==> config.mk <==
export PLATFORM = sky130hd
export DESIGN_NAME = reg_bus_master
export DESIGN_NICKNAME = d
export VERILOG_FILES = /design/src/rtl/reg_bus_master.sv
export SDC_FILE = /design/constraint.sdc
export NUM_CORES = 1
export LEC_CHECK = 0
export CORE_MARGIN = 1.5
export CORE_UTILIZATION = 25
export CTS_BUF_LIST = sky130_fd_sc_hd__clkbuf_16
export CTS_CLUSTER_SIZE = 8
export DETAILED_ROUTE_END_ITERATION = 6
export HOLD_SLACK_MARGIN = 0.03
export PLACE_DENSITY = 0.6
export SLEW_MARGIN = 20
export SYNTH_ARGS = -nofsm -noshare
export SYNTH_HDL_FRONTEND = slang
export SYNTH_SLANG_ARGS = --single-unit
==> constraint.sdc <==
create_clock -name clock -period 2 [get_ports clock]
set_input_delay 0.2 -clock clock [delete_from_list [all_inputs] [get_ports clock]]
set_output_delay 0.2 -clock clock [all_outputs]
set_load 0.005 [all_outputs]
==> src/rtl/reg_bus_master.sv <==
// Initiator for the byte-enabled register bus. It turns one request at a time
// into per-register, per-byte write strobes or read enables, and it returns one
// response per request.
// Optional build macro WRITE_VERIFY_EN: every write is read back and compared
// on its enabled byte lanes. A mismatch sets rsp_err.
module reg_bus_master #(
    parameter int unsigned NUM_REGS = 8,
    parameter int unsigned ADDR_W   = 3
) (
    input  logic                  clock,
    input  logic                  reset,
    input  logic                  req_valid,
    output logic                  req_ready,
    input  logic                  req_write,
    input  logic [ADDR_W-1:0]     req_addr,
    input  logic [1:0]            req_be,
    input  logic [15:0]           req_wdata,
    output logic                  rsp_valid,
    input  logic                  rsp_ready,
    output logic [15:0]           rsp_data,
    output logic                  rsp_err,
    output logic [2*NUM_REGS-1:0] bus_wen,
    output logic [2*NUM_REGS-1:0] bus_ren,
    output logic [15:0]           bus_wdata,
    input  logic [15:0]           bus_rdata
);

    localparam int unsigned BUS_W     = 2 * NUM_REGS;
    localparam int unsigned ADDR_SPAN = 2 ** ADDR_W;
    // One bit per encodable address; the bit is set where a register exists.
    localparam logic [ADDR_SPAN-1:0] ADDR_OK = {ADDR_SPAN{1'b1}} >> (ADDR_SPAN - NUM_REGS);

    localparam logic [2:0] S_IDLE    = 3'd0;
    localparam logic [2:0] S_WRITE   = 3'd1;
    localparam logic [2:0] S_READ    = 3'd2;
    localparam logic [2:0] S_CAPTURE = 3'd3;
    localparam logic [2:0] S_RESP    = 3'd4;
`ifdef WRITE_VERIFY_EN
    localparam logic [2:0] S_VREAD   = 3'd5;
    localparam logic [2:0] S_VCHECK  = 3'd6;
`endif

    logic [2:0]        state_q, state_d;
    logic [ADDR_W-1:0] addr_q, addr_d;
    logic [1:0]        be_q, be_d;
    logic [15:0]       wdata_q, wdata_d;
    logic [15:0]       rsp_data_d;
    logic              rsp_err_d;
    logic [15:0]       rdata_masked_c;
    logic [15:0]       lane_mask_c;
    logic [BUS_W-1:0]  lane_d;

    // Disabled byte lanes are forced to zero so that an undriven bus never leaks into the response.
    assign rdata_masked_c = {be_q[1] ? bus_rdata[15:8] : 8'h00,
                             be_q[0] ? bus_rdata[7:0]  : 8'h00};
    assign lane_mask_c    = {{8{be_q[1]}}, {8{be_q[0]}}};
    assign lane_d         = BUS_W'(be_d) << {addr_d, 1'b0};

    // State register
    always_ff @(posedge clock) begin
        if (reset) begin
            state_q <= S_IDLE;
        end else begin
            state_q <= state_d;
        end
    end

    // Next state, request latch and response value
    always_comb begin
        state_d    = state_q;
        addr_d     = addr_q;
        be_d       = be_q;
        wdata_d    = wdata_q;
        rsp_data_d = rsp_data;
        rsp_err_d  = rsp_err;
        case (state_q)
            S_IDLE: begin
                if (req_valid) begin
                    addr_d     = req_addr;
                    be_d       = req_be;
                    wdata_d    = req_wdata;
                    rsp_data_d = 16'h0000;
                    rsp_err_d  = 1'b0;
                    if (!ADDR_OK[req_addr] || (req_be == 2'b00)) begin
                        rsp_err_d = 1'b1;
                        state_d   = S_RESP;
                    end else if (req_write) begin
                        state_d = S_WRITE;
                    end else begin
                        state_d = S_READ;
                    end
                end
            end
            S_WRITE: begin
`ifdef WRITE_VERIFY_EN
                state_d = S_VREAD;
`else
                state_d = S_RESP;
`endif
            end
            S_READ: begin
                rsp_data_d = rdata_masked_c;
                state_d    = S_CAPTURE;
            end
            S_CAPTURE: begin
                state_d = S_RESP;
            end
`ifdef WRITE_VERIFY_EN
            S_VREAD: begin
                rsp_data_d = rdata_masked_c;
                state_d    = S_VCHECK;
            end
            S_VCHECK: begin
                rsp_err_d = (rsp_data & lane_mask_c) != (wdata_q & lane_mask_c);
                state_d   = S_RESP;
            end
`endif
            S_RESP: begin
                if (rsp_ready) begin
                    state_d = S_IDLE;
                end
            end
            default: begin
                state_d = S_IDLE;
            end
        endcase
    end

    // Registered outputs are decoded from the state being entered.
    always_ff @(posedge clock) begin
        if (reset) begin
            addr_q    <= '0;
            be_q      <= 2'b00;
            wdata_q   <= 16'h0000;
            req_ready <= 1'b1;
            rsp_valid <= 1'b0;
            rsp_data  <= 16'h0000;
            rsp_err   <= 1'b0;
            bus_wen   <= '0;
            bus_ren   <= '0;
            bus_wdata <= 16'h0000;
        end else begin
            addr_q    <= addr_d;
            be_q      <= be_d;
            wdata_q   <= wdata_d;
            req_ready <= (state_d == S_IDLE);
            rsp_valid <= (state_d == S_RESP);
            rsp_data  <= rsp_data_d;
            rsp_err   <= rsp_err_d;
            bus_wen   <= (state_d == S_WRITE) ? lane_d : '0;
`ifdef WRITE_VERIFY_EN
            bus_ren   <= ((state_d == S_READ) || (state_d == S_VREAD)) ? lane_d : '0;
`else
            bus_ren   <= (state_d == S_READ) ? lane_d : '0;
`endif
            if (state_d == S_WRITE) begin
                bus_wdata <= wdata_d;
            end
        end
    end

endmodule

* Word-level counts from Yosys, hierarchy flattened
Memories as Yosys holds them, arrays and structs flattened. Cells that the tools add are included.
Storage, ports and cells: bits in registers 91, ROM bits 8, output and inout bits 67, logic and storage cells 52, memories kept 1
Operators by class: order comparisons 1, equality and inequality tests 8, shift-type cells 1, muxes and demuxes 17, bitwise logic cells 2, reductions and logical operators 11
Memory list:
- (no name shown) | words 8, width 1, rd ports 1, clocked after Yosys merged registers in 0, write ports 0, line 84 | if (!ADDR_OK[req_addr] || (req_be == 2'b00)) begin
Operators by type and width (count):
- $mux 16 | 3
- $pmux 16 s2 | 1
- $mux 8 | 2
- $shl 2x4->16 | 1
- $mux 3 | 5
- $pmux 3 s4 | 1
- $eq 3x2->1 const B | 3
- $eq 3x1->1 const B | 2
- $eq 3x3->1 const B | 2
- $logic_not 3->1 | 2
- $mux 2 | 3
- $reduce_or 2->1 | 3
- $lt 3x4->1 const B | 1
- $reduce_and 2->1 | 2
- $logic_not 2->1 | 1
- $mux 1 | 2
- $ne 2x2->1 const B | 1
- $not 1->1 | 2
- $reduce_bool 2->1 | 1
- $logic_not 1->1 | 1
- $logic_or 1x1->1 | 1

* Logic depth before layout (Yosys ltp)
Gate-level depths: netlist of the first run.
word-level depth 10, mapped depth 7

* Worst setup path before layout of the first run
OpenSTA, ideal clock, no wires.
path type register to register, start register state_q[1], end register bus_wen[12], library setup time 0.066 ns, data arrival time 1.720 ns, data required time 1.934 ns, slack 0.214 ns, stages on the path, launching flop included 6, clock period less this slack 1.786 ns, cells stage by stage dfxtp_1 buf_6 or4b_4 buf_6 or4_4 nor2_1
Between the ends: longest elaborated chain between the ends 6, elaborated cells on any way between the ends 15, classes of those cells eq/ne: 5; shift: 1; mux: 5; bitwise: 1; reduce/logical: 3
RTL lines:
- start: declaration | line 43 | logic [2:0] state_q, state_d;
- start signal: assignment | line 64 | state_q <= state_d;
- $eq 3x2->1 or $eq 3x1->1 (tied branches) | line 76 | case (state_q)
- $reduce_or 2->1 (no line)
- $pmux 3 s4 | line 76
- $eq 3x1->1 | line 150 | bus_wen <= (state_d == S_WRITE) ? lane_d : '0;
- $not 1->1 (no line)
- $reduce_or 2->1 (no line)
- end signal: assignment | line 150
- end: declaration | line 22 | output logic [2*NUM_REGS-1:0] bus_wen,
Parallel ways exist; a longest one is shown, timed or not. A chain may end at the register's enable or synchronous reset.

* Final worst setup path of the first run
start register state_q[0], end register bus_ren[6]
Between the ends: longest elaborated chain between the ends 6, elaborated cells on any way between the ends 15, classes of those cells eq/ne: 5; shift: 1; mux: 5; bitwise: 1; reduce/logical: 3
RTL lines:
- $eq 3x2->1 or $eq 3x1->1 (tied branches) | line 76
- $reduce_or 2->1 (no line)
- $pmux 3 s4 | line 76
- $eq 3x2->1 | line 154 | bus_ren <= (state_d == S_READ) ? lane_d : '0;
- $not 1->1 (no line)
- $reduce_or 2->1 (no line)
- end signal: assignment | line 154
- end: declaration | line 23 | output logic [2*NUM_REGS-1:0] bus_ren,
Parallel ways exist; a longest one is shown, timed or not.

==> results of run 1 <==
[power groups by stage]
stage	Combinational (mW)	Clock, mW	Sequential (mW)
after floorplan	0.211	0	1.58
after global placement	0.417	0	1.59
after detailed placement	0.421	0	1.59
after CTS	0.424	1.65	1.56
after global routing	0.460	1.73	1.56
final	0.423	1.60	1.56
[per-stage QoR]
step                      area, µm²  utilization, %  TNS (ps)
after floorplan                2700               -         0
after global placement         3990            38.3      -148
after detailed placement       3990            38.3      -338
after CTS                      4300            41.2         0
after global routing           4300            41.3         0
final                          4300            41.3         0
[critical path: cells and delay by family, from the launching register on]
| kind | cells | cell delay, ps |
|---|---|---|
| DFF | 1 | 390 |
| muxes | 1 | 470 |
| and+or+nand+nor | 2 | 900 |
[how the worst max path moves through the flow]
stage | cells after the start | startpoint | end | slack (ps)
finish | 3 | state_q[0] | bus_ren[6] | 140
global route | 3 | state_q[0] | bus_ren[6] | 60
CTS | 3 | state_q[0] | bus_ren[6] | 50
detailed placement | 4 | req_valid | bus_ren[6] | -70
global placement | 4 | req_valid | bus_ren[6] | -20
floorplan | 5 | state_q[1] | bus_wen[12] | 210
[area by class of cell]
cell class	count	share of cell area, %
clock inverters	7	1.83
clock buffers	9	5.24
flip-flops and latches	75	34.9
inverters	5	0.436
well taps	136	3.96
repair buffers	129	28.7
multi-input cells	196	25.0
[Yosys cell counts, drive strengths merged]
cell	number	area share, %
dfxtp	75	56
a21oi	42	7.8
o21ai	35	6.5
nand2	34	4.7
clkbuf	21	2.9
nor2	19	2.6
nand3	16	3.0
nor4	16	3.7
nor2b	8	1.9
buf	6	1.6
inv	5	0.70
mux2i	5	1.9
mux2	3	1.4
nand4	3	0.70
nor4b	2	0.65
nor4bb	2	0.74
a2111o	1	0.42
a211oi	1	0.28
a311o	1	0.37
nor3	1	0.19
o21a	1	0.28
o21ba	1	0.37
o21bai	1	0.28
or2	1	0.23
or3	1	0.23
or4	1	0.42
or4b	1	0.51
[registers in the layout (all words and copies together), names as in the netlist]
| register | count |
|---|---|
| bus_ren | 16 |
| bus_wdata | 16 |
| bus_wen | 16 |
| rsp_data | 16 |
| addr_q | 3 |
| state_q | 3 |
| be_q | 2 |
| req_ready | 1 |
| rsp_err | 1 |
| rsp_valid | 1 |
[logic make-up (layout without fill, tap and decap cells)]
family	count (synthesis)	in the layout	share of synthesized area [%]
simple gates	105	105	19.6
compound gates	83	83	16.3
buf+inv	32	150	5.24
mux	8	8	3.25
flops	75	75	55.7
[timing repair]
action / in CTS / in global routing
setup endpoints to repair: 0 / 1
resized for setup: 0 / 1
hold endpoints to repair: 0 / 0
[routing by layer]
metal	GRT usage, %	vias to the layer above	wire length (µm)
met5	0	-	0
met3	4.44	7	479
met1	17.3	1145	3550
met2	21.7	82	3540
met4	4.19	0	79
li1	-	1276	-
==> metrics, run 1 <==
outcome=finished, final reports clean; n_diodes=0; final slew viol count=0; start point of the worst hold path=reset; number of buffers inserted for hold repair after clock tree synthesis=0; root buffer cell=clkbuf_16; average footprint of a synthesized cell=8.90 µm²; number of nets still failing antenna checks after routing=0; FF/Latch Area=1500 µm²; worst path cell trace=or4b_4 -> mux2_1 -> nor4_2; setup slack after layout=144 ps; count of cells along the worst hold path=2; number of cells in the finished layout apart from fillers=557; buffer count from post-CTS setup fixing=0; cell count after placement=541; detail-routed via count per cell=4.51; worst clock skew=8.44 ps; total gr overflow=0; Hold Vio Cnt, Final=0; reg-to-reg setup timing slack=140 ps; path class of the lowest-slack min-delay path=primary input to flop; Slowest cell on crit path=or4b_4; total vias in the final route=2,510; critical path startpoint category=flop; Warnings, synthesis=0; number of nets at the end of the flow=458; placement row count=37; Crit path required time=2230 ps; Reg-to-Reg End=bus_ren[6]; final setup violating endpoints=0; Boundary Pins=109; number of buffers between clock root and the deepest sink=2; area of the die=11,400 µm²; worst hold path endpoint=rsp_data[1]; TritonCTS clock tree=built; actual transition at the worst max-transition pin=684 ps; largest net degree at the start of global routing=28; tightest hold margin=274 ps; Syn Nets=345; number of levels in the clock H-tree=3; cell area after synthesis=2700 µm²; most common library cell in the layout ignoring fill and taps=clkdlybuf4s50_1; leakage dissipation=1.50 nW; Switching Power=0.959 mW; minimum clock period after layout=1860 ps; worst slack at placement=-65.3 ps; max-capacitance violation count=0; fraction of power consumed by sequential logic=43.4%; total clock sinks=75; initial antenna violation count=0; arrival time reported for the critical path endpoint=2090 ps; fin crit share=92.8%; share of the yosys chip area belonging to registers=55.7%; Unique masters post-synth=31; multi-input logic area=1070 µm²; ratio of total power to cell area=833 nW/µm²; Fill cells=1,036; First DRT Iteration DRCs=100; switching share of total power=26.7%; gate count after technology mapping=303; die height=107 µm; CP max FO=9; Reg clk slew, reported paths=60 ps; r2r worst-path depth=3; placer's final routability congestion estimate=0.761; highest attainable clock frequency=539 MHz; Area Overhead vs Synth=59.5%; final wirelength=7.65 mm; origin of the critical flop-to-flop path=state_q[0]; routed length per placed instance=13.7 µm; peak supply drop=0.337 mV; total routing resource utilization after global routing=13.5%; nature of the critical path endpoint=flop; layout cells sized above 1=10.7%; width of the die=107 µm; total chip power=3.58 mW; worst slew margin relative to its limit=54.4%; number of clock buffers inserted by TritonCTS=9; global-route wire length before repair=12.1 mm; I/O Buffers=108; cell internal power dissipation=2.63 mW; vias in the first global route=2,425; core region area=10,400 µm²; Clk network pwr share=44.8%; highest-count cells in the layout ignoring fill and taps=clkdlybuf4s50_1, dfxtp_1, a21oi_1; Comb pwr share=11.8%; effective utilization at floorplan=25.9%; Seq cells post-synth=75; DRC Markers=0; first-pass detailed-route iteration total=4; Crit path largest cell delay=630 ps; total half-perimeter wirelength after legalization and detailed placement=5.57 mm; RSZ-0062 raised after global routing=false; critical path class=flop to flop; source-to-sink clock delay at the later pin of the worst-skew pair=330 ps
No activity file was read; power rests on OpenSTA's default activity.
==> run 2, diff against run 1 <==
Settings changed: GPL_TIMING_DRIVEN set to 0.
==> run 2 against run 1 <==
  * Clock power hardly changed
  * Final area fell by 0.41%
  * Core utilization fell by 0.17 points
  * Clock-buffer cell count unchanged
==> metrics, run 2 (same netlist as run 1, synthesis figures left out) <==
outcome=finished, final reports clean; fraction of power consumed by sequential logic=43.3% (about the same); Post-Route Utilization=41.1% (-0.17 points); reg-to-reg setup timing slack=110 ps (-40 ps); setup slack after layout=109 ps (-35.1 ps); n_diodes=0 (unchanged); number of levels in the clock H-tree=3 (unchanged); total half-perimeter wirelength after legalization and detailed placement=5.75 mm (+3.1%); source-to-sink clock delay at the later pin of the worst-skew pair=330 ps (about the same); Slowest cell on crit path=or4b_4; number of nets still failing antenna checks after routing=0 (unchanged); minimum clock period after layout=1890 ps (+35.1 ps); switching share of total power=26.9% (+0.18 points); cell internal power dissipation=2.62 mW (-0.21%); Hold Vio Cnt, Final=0 (unchanged); CP Buf/Inv Count=2 (+2); Reg-to-Reg End=bus_wen[14]; Boundary Pins=109 (unchanged); max-capacitance violation count=0 (unchanged); fin crit share=94.6% (+1.8 points); arrival time reported for the critical path endpoint=2160 ps (+70 ps); Area Overhead vs Synth=58.8%; final setup violating endpoints=0 (unchanged); final instance area=4280 µm² (-0.41%); origin of the critical flop-to-flop path=state_q[1]; root buffer cell=clkbuf_16; dpl cell area=3950 µm² (-1.1%); highest attainable clock frequency=529 MHz (-1.9%); I/O Buffers=108 (unchanged); highest-count cells in the layout ignoring fill and taps=clkdlybuf4s50_1, dfxtp_1, a21oi_1; tightest hold margin=421 ps (+147 ps); number of buffers between clock root and the deepest sink=2 (unchanged); first-pass detailed-route iteration total=4 (unchanged); initial antenna violation count=0 (unchanged); final wirelength=7.74 mm (+1.1%); DRC Markers=0 (unchanged); Clk network pwr share=44.8% (about the same); Reg clk slew, reported paths=70 ps (about the same); buffer count from post-CTS setup fixing=0 (unchanged); placer's final routability congestion estimate=0.730 (-4.0%); largest net degree at the start of global routing=18 (-36%); worst slew margin relative to its limit=60.6% (+6.1 points); width of the die=107 µm (unchanged); Switching Power=0.965 mW (+0.70%); placement row count=37 (unchanged); total gr overflow=0 (unchanged); worst slack at placement=-412 ps (-347 ps); CP top delay family=simple AND/OR/NAND/NOR gates; worst clock skew=4.73 ps (-3.71 ps); CP max FO=10 (+1); number of clock buffers inserted by TritonCTS=9 (unchanged); Comb pwr share=12.0% (+0.2 points); Critical Path Most Common Cell=buf_6; cell count after placement=547 (+1.1%); TritonCTS clock tree=built; ratio of total power to cell area=837 nW/µm² (+0.44%); leakage dissipation=1.46 nW (-3.1%); Crit path largest cell delay=550 ps (-80 ps); path class of the lowest-slack min-delay path=primary input to flop; RSZ-0062 raised after global routing=false; count of cells along the worst hold path=3 (+1); number of nets at the end of the flow=464 (+1.3%); core region area=10,400 µm² (unchanged); peak supply drop=0.429 mV (+27%); vias in the first global route=2,535 (+4.5%); worst hold path endpoint=bus_wdata[12]; r2r worst-path depth=5 (+2); area of the die=11,400 µm² (unchanged); First DRT Iteration DRCs=96 (-4.0%); critical path startpoint category=flop; detail-routed via count per cell=4.52 (+0.24%); total routing resource utilization after global routing=14.0% (+0.48 points); nature of the critical path endpoint=flop; global-route wire length before repair=12.4 mm (+2.5%); routed length per placed instance=13.7 µm (about the same); die height=107 µm (unchanged); number of cells in the finished layout apart from fillers=563 (+1.1%); total clock sinks=75 (unchanged); layout cells sized above 1=7.73% (-3.0 points); Fill cells=1,029 (-0.68%); actual transition at the worst max-transition pin=588 ps (-96.1 ps); critical path class=flop to flop; effective utilization at floorplan=25.9% (unchanged); worst path cell trace=buf_6 -> or4b_4 -> buf_6 -> or4_4 -> nor2_1; final slew viol count=0 (unchanged); total vias in the final route=2,543 (+1.3%); most common library cell in the layout ignoring fill and taps=clkdlybuf4s50_1; Crit path required time=2270 ps (+40 ps); start point of the worst hold path=req_wdata[12]
==> run 2: cell count changes in the layout (fill, tap and decap cells not counted), moves of 2 or more <==
cell      change
buf_4        -20
clkbuf_1     +19
buf_6         +2
clkbuf_2      +2
inv_6         -2
mux2i_1       -2
mux2i_2       +2
==> run 2: routing by layer <==
metal,vias to the layer above,share of wire [%],GRT usage [%]
met5,-,0,0
met4,0,1.0,4.00
met3,7,7.0,5.59
met2,69,47,23.2
met1,1165,45,16.8
li1,1302,-,-
==> run 2: per-stage QoR <==
stage	TNS [ps]	power, mW
4_1_cts	-302	3.63
2_1_floorplan	0	1.79
3_3_place_gp	-12380	2.00
5_1_grt	0	3.75
3_5_place_dp	-13290	2.01
6_report	0	3.59
==> run 2: worst register-to-register path: stages, from the launching register on <==
cell and delay, ps:
dfxtp_1 310, buf_6 130, or4b_4 560, buf_6 170
or4_4 540, nor2_1 120
==> run 2: area by class of cell <==
cell class | count | area, µm² | area share, %
Clock buffer | 9 | 225 | 5.26
Inverter | 5 | 18.8 | 0.438
Buffer | 27 | 125 | 2.92
Clock inverter | 7 | 81.3 | 1.90
Timing Repair Buffer | 108 | 1080 | 25.2
Multi-Input combinational cell | 196 | 1080 | 25.2
Tap cell | 136 | 170 | 3.97
Sequential cell | 75 | 1500 | 35.0
==> run 2: what timing repair did <==
item,CTS,global route
endpoints found under the setup margin,19,30
hold buffers,0,0
pin swaps,0,1
resized for setup,1,10
==> run 2: worst max path at each step <==
| stage | startpoint | to | cells past startpoint |
|---|---|---|---|
| after floorplan | state_q[1] | bus_wen[12] | 5 |
| after global placement | req_valid | bus_wen[11] | 5 |
| after detailed placement | req_valid | bus_wen[10] | 5 |
| after CTS | state_q[1] | bus_ren[5] | 5 |
| after global routing | req_be[0] | bus_ren[4] | 6 |
| final | state_q[1] | bus_wen[14] | 5 |
==> run 2: power by group through the flow <==
| stage | Clock [mW] | Combinational, mW | Sequential [mW] |
|---|---|---|---|
| 6_report | 1.61 | 0.429 | 1.55 |
| 4_1_cts | 1.65 | 0.424 | 1.55 |
| 3_5_place_dp | 0 | 0.420 | 1.58 |
| 3_3_place_gp | 0 | 0.414 | 1.58 |
| 2_1_floorplan | 0 | 0.211 | 1.58 |
| 5_1_grt | 1.73 | 0.469 | 1.56 |
==> run 3, diff against run 2 <==
Settings changed: CELL_PAD_IN_SITES_DETAIL_PLACEMENT set to 1, CELL_PAD_IN_SITES_GLOBAL_PLACEMENT set to 2, CORE_UTILIZATION 25 to 24, PLACE_DENSITY 0.6 to 0.88.
==> run 3 against run 2 <==
  * Global-route usage increased by 0.99 points
  * Critical path depth up 1
  * Core utilization down 1.4 points
==> metrics, run 3 (same netlist as run 1, synthesis figures left out) <==
fin crit share=96.5% (+2.0 points); largest net degree at the start of global routing=18 (unchanged); layout cells sized above 1=8.37% (+0.64 points); number of buffers inserted for hold repair after clock tree synthesis=0 (unchanged); total routing resource utilization after global routing=15.0% (+0.99 points); number of nets still failing antenna checks after routing=0 (unchanged); tightest hold margin=257 ps (-164 ps); total vias in the final route=2,586 (+1.7%); routed length per placed instance=15.1 µm (+9.8%); leakage dissipation=1.48 nW (+1.5%); highest metal layer with signal wires=met4; number of levels in the clock H-tree=3 (unchanged); effective utilization at floorplan=24.8% (-1.1 points); final setup violating endpoints=0 (unchanged); final-layout setup total negative slack=0 ps (unchanged); core region area=10,900 µm² (+4.5%); placement row count=38 (+2.7%); first-pass detailed-route iteration total=4 (unchanged); highest attainable clock frequency=518 MHz (-2.0%); total chip power=3.61 mW (+0.64%); final instance area=4330 µm² (+0.99%); die height=109 µm (+2.0%); outcome=finished, final reports clean; most common library cell in the layout ignoring fill and taps=clkdlybuf4s50_1; setup slack after layout=69.0 ps (-39.5 ps); nature of the critical path endpoint=flop; worst slew margin relative to its limit=55.8% (-4.8 points); worst slack at placement=-486 ps (-73.6 ps); amount of wire on met2 after detailed routing=4.13 mm (+14%); total length of routed met3 wires=437 µm (-19%); r2r worst-path depth=5 (unchanged); source-to-sink clock delay at the later pin of the worst-skew pair=340 ps (about the same); global-route wire length before repair=13.4 mm (+7.9%); worst clock skew=6.56 ps (+1.83 ps); Crit path required time=2230 ps (-40 ps); placer's final routability congestion estimate=0.732 (+0.27%); RSZ-0062 raised after global routing=true; arrival time reported for the critical path endpoint=2160 ps (about the same); Area Overhead vs Synth=60.4%; Post-Route Utilization=39.7% (-1.4 points); cell count after placement=551 (+0.73%); start point of the worst hold path=req_be[0]; dpl cell area=3950 µm² (+0.13%); detail-routed via count per cell=4.53 (+0.27%); TritonCTS clock tree=built; final slew viol count=0 (unchanged); final wirelength=8.61 mm (+11%); minimum clock period after layout=1930 ps (+39.5 ps); First DRT Iteration DRCs=84 (-13%); reg-to-reg setup timing slack=80 ps (-30 ps); peak supply drop=0.321 mV (-25%); initial antenna violation count=1 (+1); number of nets at the end of the flow=467 (+0.65%); actual transition at the worst max-transition pin=659 ps (+71.5 ps); critical path startpoint category=primary input; met1 routed wirelength after detailed routing=3.89 mm (+11%); total clock sinks=75 (unchanged); vias in the first global route=2,618 (+3.3%); number of cells in the finished layout apart from fillers=571 (+1.4%); CP max FO=10 (unchanged); Reg-to-Reg End=bus_ren[13]; total gr overflow=0 (unchanged); Boundary Pins=109 (unchanged); worst hold path endpoint=be_q[0]; root buffer cell=clkbuf_16; width of the die=109 µm (+2.0%); Reg clk slew, reported paths=70 ps (about the same); max-capacitance violation count=0 (unchanged); critical path class=primary input to flop; total half-perimeter wirelength after legalization and detailed placement=6.27 mm (+9.1%); area of the die=11,900 µm² (+4.1%); ratio of total power to cell area=834 nW/µm² (-0.35%); highest-count cells in the layout ignoring fill and taps=clkdlybuf4s50_1, dfxtp_1, a21oi_1; origin of the critical flop-to-flop path=state_q[1]; number of buffers between clock root and the deepest sink=2 (unchanged); number of clock buffers inserted by TritonCTS=9 (unchanged); DRC Markers=0 (unchanged); Hold Vio Cnt, Final=0 (unchanged); count of cells along the worst hold path=3 (unchanged); I/O Buffers=108 (unchanged); path class of the lowest-slack min-delay path=primary input to flop
==> run 3: cell type report <==
class	instances	area, µm²
fillers	1262	6560
flip-flops and latches	75	1500
well taps	140	175
plain buffers	27	125
multi-input cells	196	1100
clock buffers	9	225
repair buffers	111	1110
clock inverters	7	76.3
inverters	5	18.8
diodes	1	2.50
==> run 3: report_power, final <==
| group | switching (mW) | internal, mW | leakage, nW |
|---|---|---|---|
| combinational | 0.246 | 0.207 | 0.721 |
| sequential | 0.0234 | 1.53 | 0.607 |
| clock | 0.713 | 0.890 | 0.150 |
| total | 0.982 | 2.63 | 1.48 |
==> run 3: metal layers <==
layer / vias to the layer above / track usage [%]
met5: - / 0
met4: 0 / 7.33
met3: 10 / 3.83
met2: 66 / 24.2
met1: 1207 / 18.6
li1: 1303 / -
==> run 3: worst max-delay path by stage <==
stage / cells past startpoint / slack [ps] / start / to
floorplan: 5 / 210 / state_q[1] / bus_wen[12]
global placement: 5 / -410 / req_valid / bus_wen[11]
detailed placement: 5 / -490 / req_valid / bus_wen[5]
CTS: 6 / 20 / state_q[2] / bus_ren[11]
global route: 5 / -10 / state_q[1] / bus_ren[14]
finish: 6 / 70 / req_be[1] / bus_ren[9]
==> run 3: repair_timing <==
action / 4_1_cts / 5_1_grt
pin swaps: 0 / 1
gates resized for setup: 4 / 11
setup endpoints to repair: 31 / 23
setup buffers: 0 / 3
cloned: 0 / 0
==> run 3: worst max-delay path, cell delays in order <==
cell and delay, ps:
clkdlybuf4s50_1 580, o21bai_1 180, a311o_1 390, clkbuf_1 220
clkbuf_2 260, nor4_1 330
==> RTL edit 1 (settings of run 3) <==
Set the parameter `NUM_REGS` to 9 (it was 8).
--- a/src/rtl/reg_bus_master.sv
+++ b/src/rtl/reg_bus_master.sv
@@ -5,5 +5,5 @@
 // on its enabled byte lanes. A mismatch sets rsp_err.
 module reg_bus_master #(
-    parameter int unsigned NUM_REGS = 8,
+    parameter int unsigned NUM_REGS = 9,
     parameter int unsigned ADDR_W   = 3
 ) (
Ports: changed (resized bus_ren and bus_wen); port bits go from 109 to 113. No check against the original RTL was run, so the function may have changed too.
==> RTL edit 1 against run 3 <==
- die area decreased by 26%
- non-clock buffer count decreased by 36
- synthesized area decreased by 27%
- clock power increased by 2%
- setup slack improved by 0.52 ns
- sequential cell count decreased by 3
- power decreased by 8.1%
- cell area decreased by 21%
- routed wire length decreased by 49%
- critical path type unchanged
==> RTL edit 1: results (changes against run 3) <==
\begin{tabular}{lr}
\hline
Metric & Value \\
\hline
\multicolumn{2}{l}{\textbf{Run status}} \\
\quad Result of the run & finished, final reports clean \\
\multicolumn{2}{l}{\textbf{Placed design}} \\
\quad Worst slack at placement & 0.259 ns (+0.745 ns) \\
\quad Placed insts & 369 (-33\%) \\
\quad DP HPWL & 3.24 mm (-48\%) \\
\multicolumn{2}{l}{\textbf{Critical path}} \\
\quad Critical path launch point & req\_valid \\
\quad Worst Reg-to-Reg Cells & 4 (-1) \\
\quad Worst stage delay on the critical path & 0.48 ns (-0.10 ns) \\
\quad Data arrival time of the critical path & 1.68 ns (-0.48 ns) \\
\quad Reg-to-reg endpoint & rsp\_data[9] \\
\multicolumn{2}{l}{\textbf{Pwr}} \\
\quad Static Leak & 0.00140 uW (-5.5\%) \\
\quad Switching Power & 635 uW (-35\%) \\
\multicolumn{2}{l}{\textbf{Cells and area}} \\
\quad Share of layout cells above drive strength 1 & 0.106 (+0.0223) \\
\quad Number of fillers in the final layout & 869 (-31\%) \\
\quad Diode insertion count for antenna repair & 0 (-1) \\
\multicolumn{2}{l}{\textbf{Route}} \\
\quad Vias per cell & 3.81 (-16\%) \\
\quad Final routed wire length divided by cell count & 11.5 um (-24\%) \\
\quad Overall via count from detail\_route & 1467 (-43\%) \\
\multicolumn{2}{l}{\textbf{GRT}} \\
\quad Largest net degree at the start of global routing & 13 (-5) \\
\quad Met2 usage & 0.170 (-0.0717) \\
\quad Met1 global-route usage & 0.115 (-0.0713) \\
\multicolumn{2}{l}{\textbf{CTS}} \\
\quad PostCTS Resize Cnt & 0 (-4) \\
\multicolumn{2}{l}{\textbf{Worst hold path}} \\
\quad Hold Path Sink & bus\_wdata[15] \\
\quad Cell depth of the worst min-delay path & 2 (-1) \\
\multicolumn{2}{l}{\textbf{Synth}} \\
\quad Distinct cells, synth & 26 (-16\%) \\
\multicolumn{2}{l}{\textbf{STA}} \\
\quad Worst hold margin & 0.269 ns (+0.0120 ns) \\
\quad Final clock skew & 0.00414 ns (-0.00242 ns) \\
\hline
\end{tabular}
-- RTL edit 1: worst max path at each step --
stage	endpoint
after global routing	rsp_data[6]
after global placement	rsp_data[11]
after detailed placement	rsp_data[9]
after CTS	rsp_data[9]
after floorplan	be_q[1]
final	rsp_data[9]
-- RTL edit 1: cells by family after synthesis --
group	Yosys count	synth area share
other cells	1	0.00191
flops	72	0.733
compound gates	22	0.0897
simple gates	35	0.124
buf+inv	15	0.0509
-- RTL edit 1: cell type report --
cell class | instances | area, um2 | share of cell area
sequential | 72 | 1440 | 0.423
timing repair buffer | 87 | 871 | 0.256
multi-input combinational | 93 | 556 | 0.163
clock buffer | 9 | 225 | 0.0661
tap | 102 | 128 | 0.0375
buffer | 15 | 100 | 0.0294
clock inverter | 7 | 86.3 | 0.0253
-- RTL edit 1: stage by stage --
step | total power (uW) | area (um2)
3_5_place_dp | 1710 | 3100
4_1_cts | 3390 | 3410
6_report | 3320 | 3410
2_1_floorplan | 1580 | 2100
3_3_place_gp | 1710 | 3100
5_1_grt | 3460 | 3410
-- RTL edit 1: critical path: cells and delay by family --
family          cells  cell delay [ns]
buf+inv             2             0.72
compound gates      2             0.46
simple gates        1             0.28
-- RTL edit 1: power by group through the flow --
stage / Clock (uW) / Sequential (uW) / Combinational, uW
after CTS: 1710 / 1490 / 191
final: 1640 / 1490 / 189
after detailed placement: 0 / 1520 / 190
after floorplan: 0 / 1530 / 56.3
after global routing: 1760 / 1490 / 208
after global placement: 0 / 1520 / 188
-- RTL edit 1: per-layer routing --
metal  part of all wire  wire length (um)  up-vias
met5                  0                 0        -
met4              0.011                50        0
met3              0.095               420        5
met2               0.47              2080       57
met1               0.42              1880      698
li1                   -                 -      707
==> RTL edit 2 (flow settings as in run 3) <==
Made on the original files. Put one more register stage on the output `rsp_err`, cleared by the reset. The value now appears one clock later. The other outputs are not delayed to match.
--- a/src/rtl/reg_bus_master.sv
+++ b/src/rtl/reg_bus_master.sv
@@ -36,4 +36,6 @@
     localparam logic [2:0] S_CAPTURE = 3'd3;
     localparam logic [2:0] S_RESP    = 3'd4;
+
+    logic rsp_err_s0;
 `ifdef WRITE_VERIFY_EN
     localparam logic [2:0] S_VREAD   = 3'd5;
@@ -73,5 +75,5 @@
         wdata_d    = wdata_q;
         rsp_data_d = rsp_data;
-        rsp_err_d  = rsp_err;
+        rsp_err_d  = rsp_err_s0;
         case (state_q)
             S_IDLE: begin
@@ -136,5 +138,5 @@
             rsp_valid <= 1'b0;
             rsp_data  <= 16'h0000;
-            rsp_err   <= 1'b0;
+            rsp_err_s0 <= 1'b0;
             bus_wen   <= '0;
             bus_ren   <= '0;
@@ -147,5 +149,5 @@
             rsp_valid <= (state_d == S_RESP);
             rsp_data  <= rsp_data_d;
-            rsp_err   <= rsp_err_d;
+            rsp_err_s0 <= rsp_err_d;
             bus_wen   <= (state_d == S_WRITE) ? lane_d : '0;
 `ifdef WRITE_VERIFY_EN
@@ -160,4 +162,12 @@
     end
 
+    always_ff @(posedge clock) begin
+        if (reset) begin
+            rsp_err <= '0;
+        end else begin
+            rsp_err <= rsp_err_s0;
+        end
+    end
+
 endmodule
 
Behaviour: not the same (a bounded check fails within 4 cycles, from zero or initial values and one cycle with reset high).
==> RTL edit 2 against run 3 <==
- synthesized area up 1.1%
- synthesized cell count up 0.66%
- fmax up 1.6%
- setup slack better by 0.031 ns
- power up 0.72%
- via count up 1.6%
- final cell count down 0.35%
- cell area down 0.17%
- sequential cell count up 1
- combinational power down 2%
- routed wire length down 0.78%
- largest cell class unchanged
==> RTL edit 2: results (changes against run 3) <==
\begin{tabular}{lr}
\hline
Metric & Value \\
\hline
\multicolumn{2}{l}{\textbf{STA}} \\
\quad Worst Max-Slew Pin Slew & 0.638 ns (-0.0207 ns) \\
\quad Final clock skew & 0.00814 ns (+0.00158 ns) \\
\multicolumn{2}{l}{\textbf{Cells and area}} \\
\quad Fraction of area in registers & 0.352 (+0.00524) \\
\quad Share of layout cells above drive strength 1 & 0.0699 (-0.0138) \\
\quad Share of final layout cell area taken by clock buffers and inverters & 0.0692 (-0.000458) \\
\quad Final non-clock buffer share & 0.281 (-0.00385) \\
\quad Number of non-clock buffers in the layout & 135 (-2.2\%) \\
\quad Diode insertion count for antenna repair & 0 (-1) \\
\quad Multi-input gates & 197 (+0.51\%) \\
\quad Final nets & 466 (-0.21\%) \\
\quad Area added between synthesis and finish & 58.3\% \\
\multicolumn{2}{l}{\textbf{Route}} \\
\quad Overall via count from detail\_route & 2628 (+1.6\%) \\
\quad Detailed route wirelength on metal2 & 4.21 mm (+2.0\%) \\
\quad Met1 routed wirelength after detailed routing & 3.77 mm (-3.0\%) \\
\multicolumn{2}{l}{\textbf{Synth}} \\
\quad Synth area leaders & sky130\_fd\_sc\_hd\_\_dfxtp\_1 (56\%), sky130\_fd\_sc\_hd\_\_a21oi\_1 (7.7\%), sky130\_fd\_sc\_hd\_\_o21ai\_0 (6.4\%), sky130\_fd\_sc\_hd\_\_nand2\_1 (4.7\%), sky130\_fd\_sc\_hd\_\_nor4\_1 (3.7\%) \\
\quad Portion of the post-synthesis area used by sequential elements & 0.558 (+0.00121) \\
\quad Distinct cells, synth & 30 (-3.2\%) \\
\quad Avg Synthesized Cell Area & 8.94 um2 (+0.45\%) \\
\multicolumn{2}{l}{\textbf{CTS}} \\
\quad \# clock sinks & 76 (+1.3\%) \\
\multicolumn{2}{l}{\textbf{GRT}} \\
\quad Antenna violations before repair & 0 (-1) \\
\quad Met2 usage & 0.262 (+0.0202) \\
\quad Largest net degree at the start of global routing & 15 (-3) \\
\quad First-pass GRT wire length & 13.3 mm (-0.51\%) \\
\quad Via count of the first global-routing pass & 2768 (+5.7\%) \\
\quad Global-route usage over all layers & 0.147 (-0.00340) \\
\multicolumn{2}{l}{\textbf{Pwr}} \\
\quad Switching Power & 906 uW (-7.7\%) \\
\quad Static Leak & 0.00147 uW (-0.41\%) \\
\multicolumn{2}{l}{\textbf{Critical path}} \\
\quad Worst path slowest cell & sky130\_fd\_sc\_hd\_\_or4b\_4 \\
\quad Worst stage delay on the critical path & 0.56 ns (-0.02 ns) \\
\quad Top delay family on crit path & simple AND/OR/NAND/NOR gates \\
\multicolumn{2}{l}{\textbf{Placed design}} \\
\quad Worst slack at placement & -0.523 ns (-0.0368 ns) \\
\quad Placer congestion estimate & 0.716 (-2.1\%) \\
\quad DP HPWL & 6.38 mm (+1.8\%) \\
\multicolumn{2}{l}{\textbf{Run status}} \\
\quad Result of the run & finished, final reports clean \\
\hline
\end{tabular}
-- RTL edit 2: changes by cell type after synthesis --
cell | run 3 | this run
sky130_fd_sc_hd__buf_4 | 1 | 0
sky130_fd_sc_hd__buf_6 | 2 | 3
sky130_fd_sc_hd__dfxtp_1 | 75 | 76
sky130_fd_sc_hd__nor2b_1 | 8 | 9
-- RTL edit 2: worst paths after layout --
kind,from,end,slack (ns),cells past startpoint
setup / recovery,state_q[1],bus_wen[12],0.10,5
hold / removal,req_be[1],be_q[1],0.26,3
setup reg to reg,state_q[1],bus_wen[12],0.10,5
hold reg to reg,rsp_err_s0,rsp_err,0.47,1
-- RTL edit 2: power groups by stage --
stage | sequential (uW) | combinational (uW) | clock (uW)
after floorplan | 1600 | 213 | 0
after global placement | 1610 | 418 | 0
after detailed placement | 1610 | 431 | 0
after CTS | 1570 | 444 | 1660
after global routing | 1580 | 489 | 1730
final | 1570 | 442 | 1620
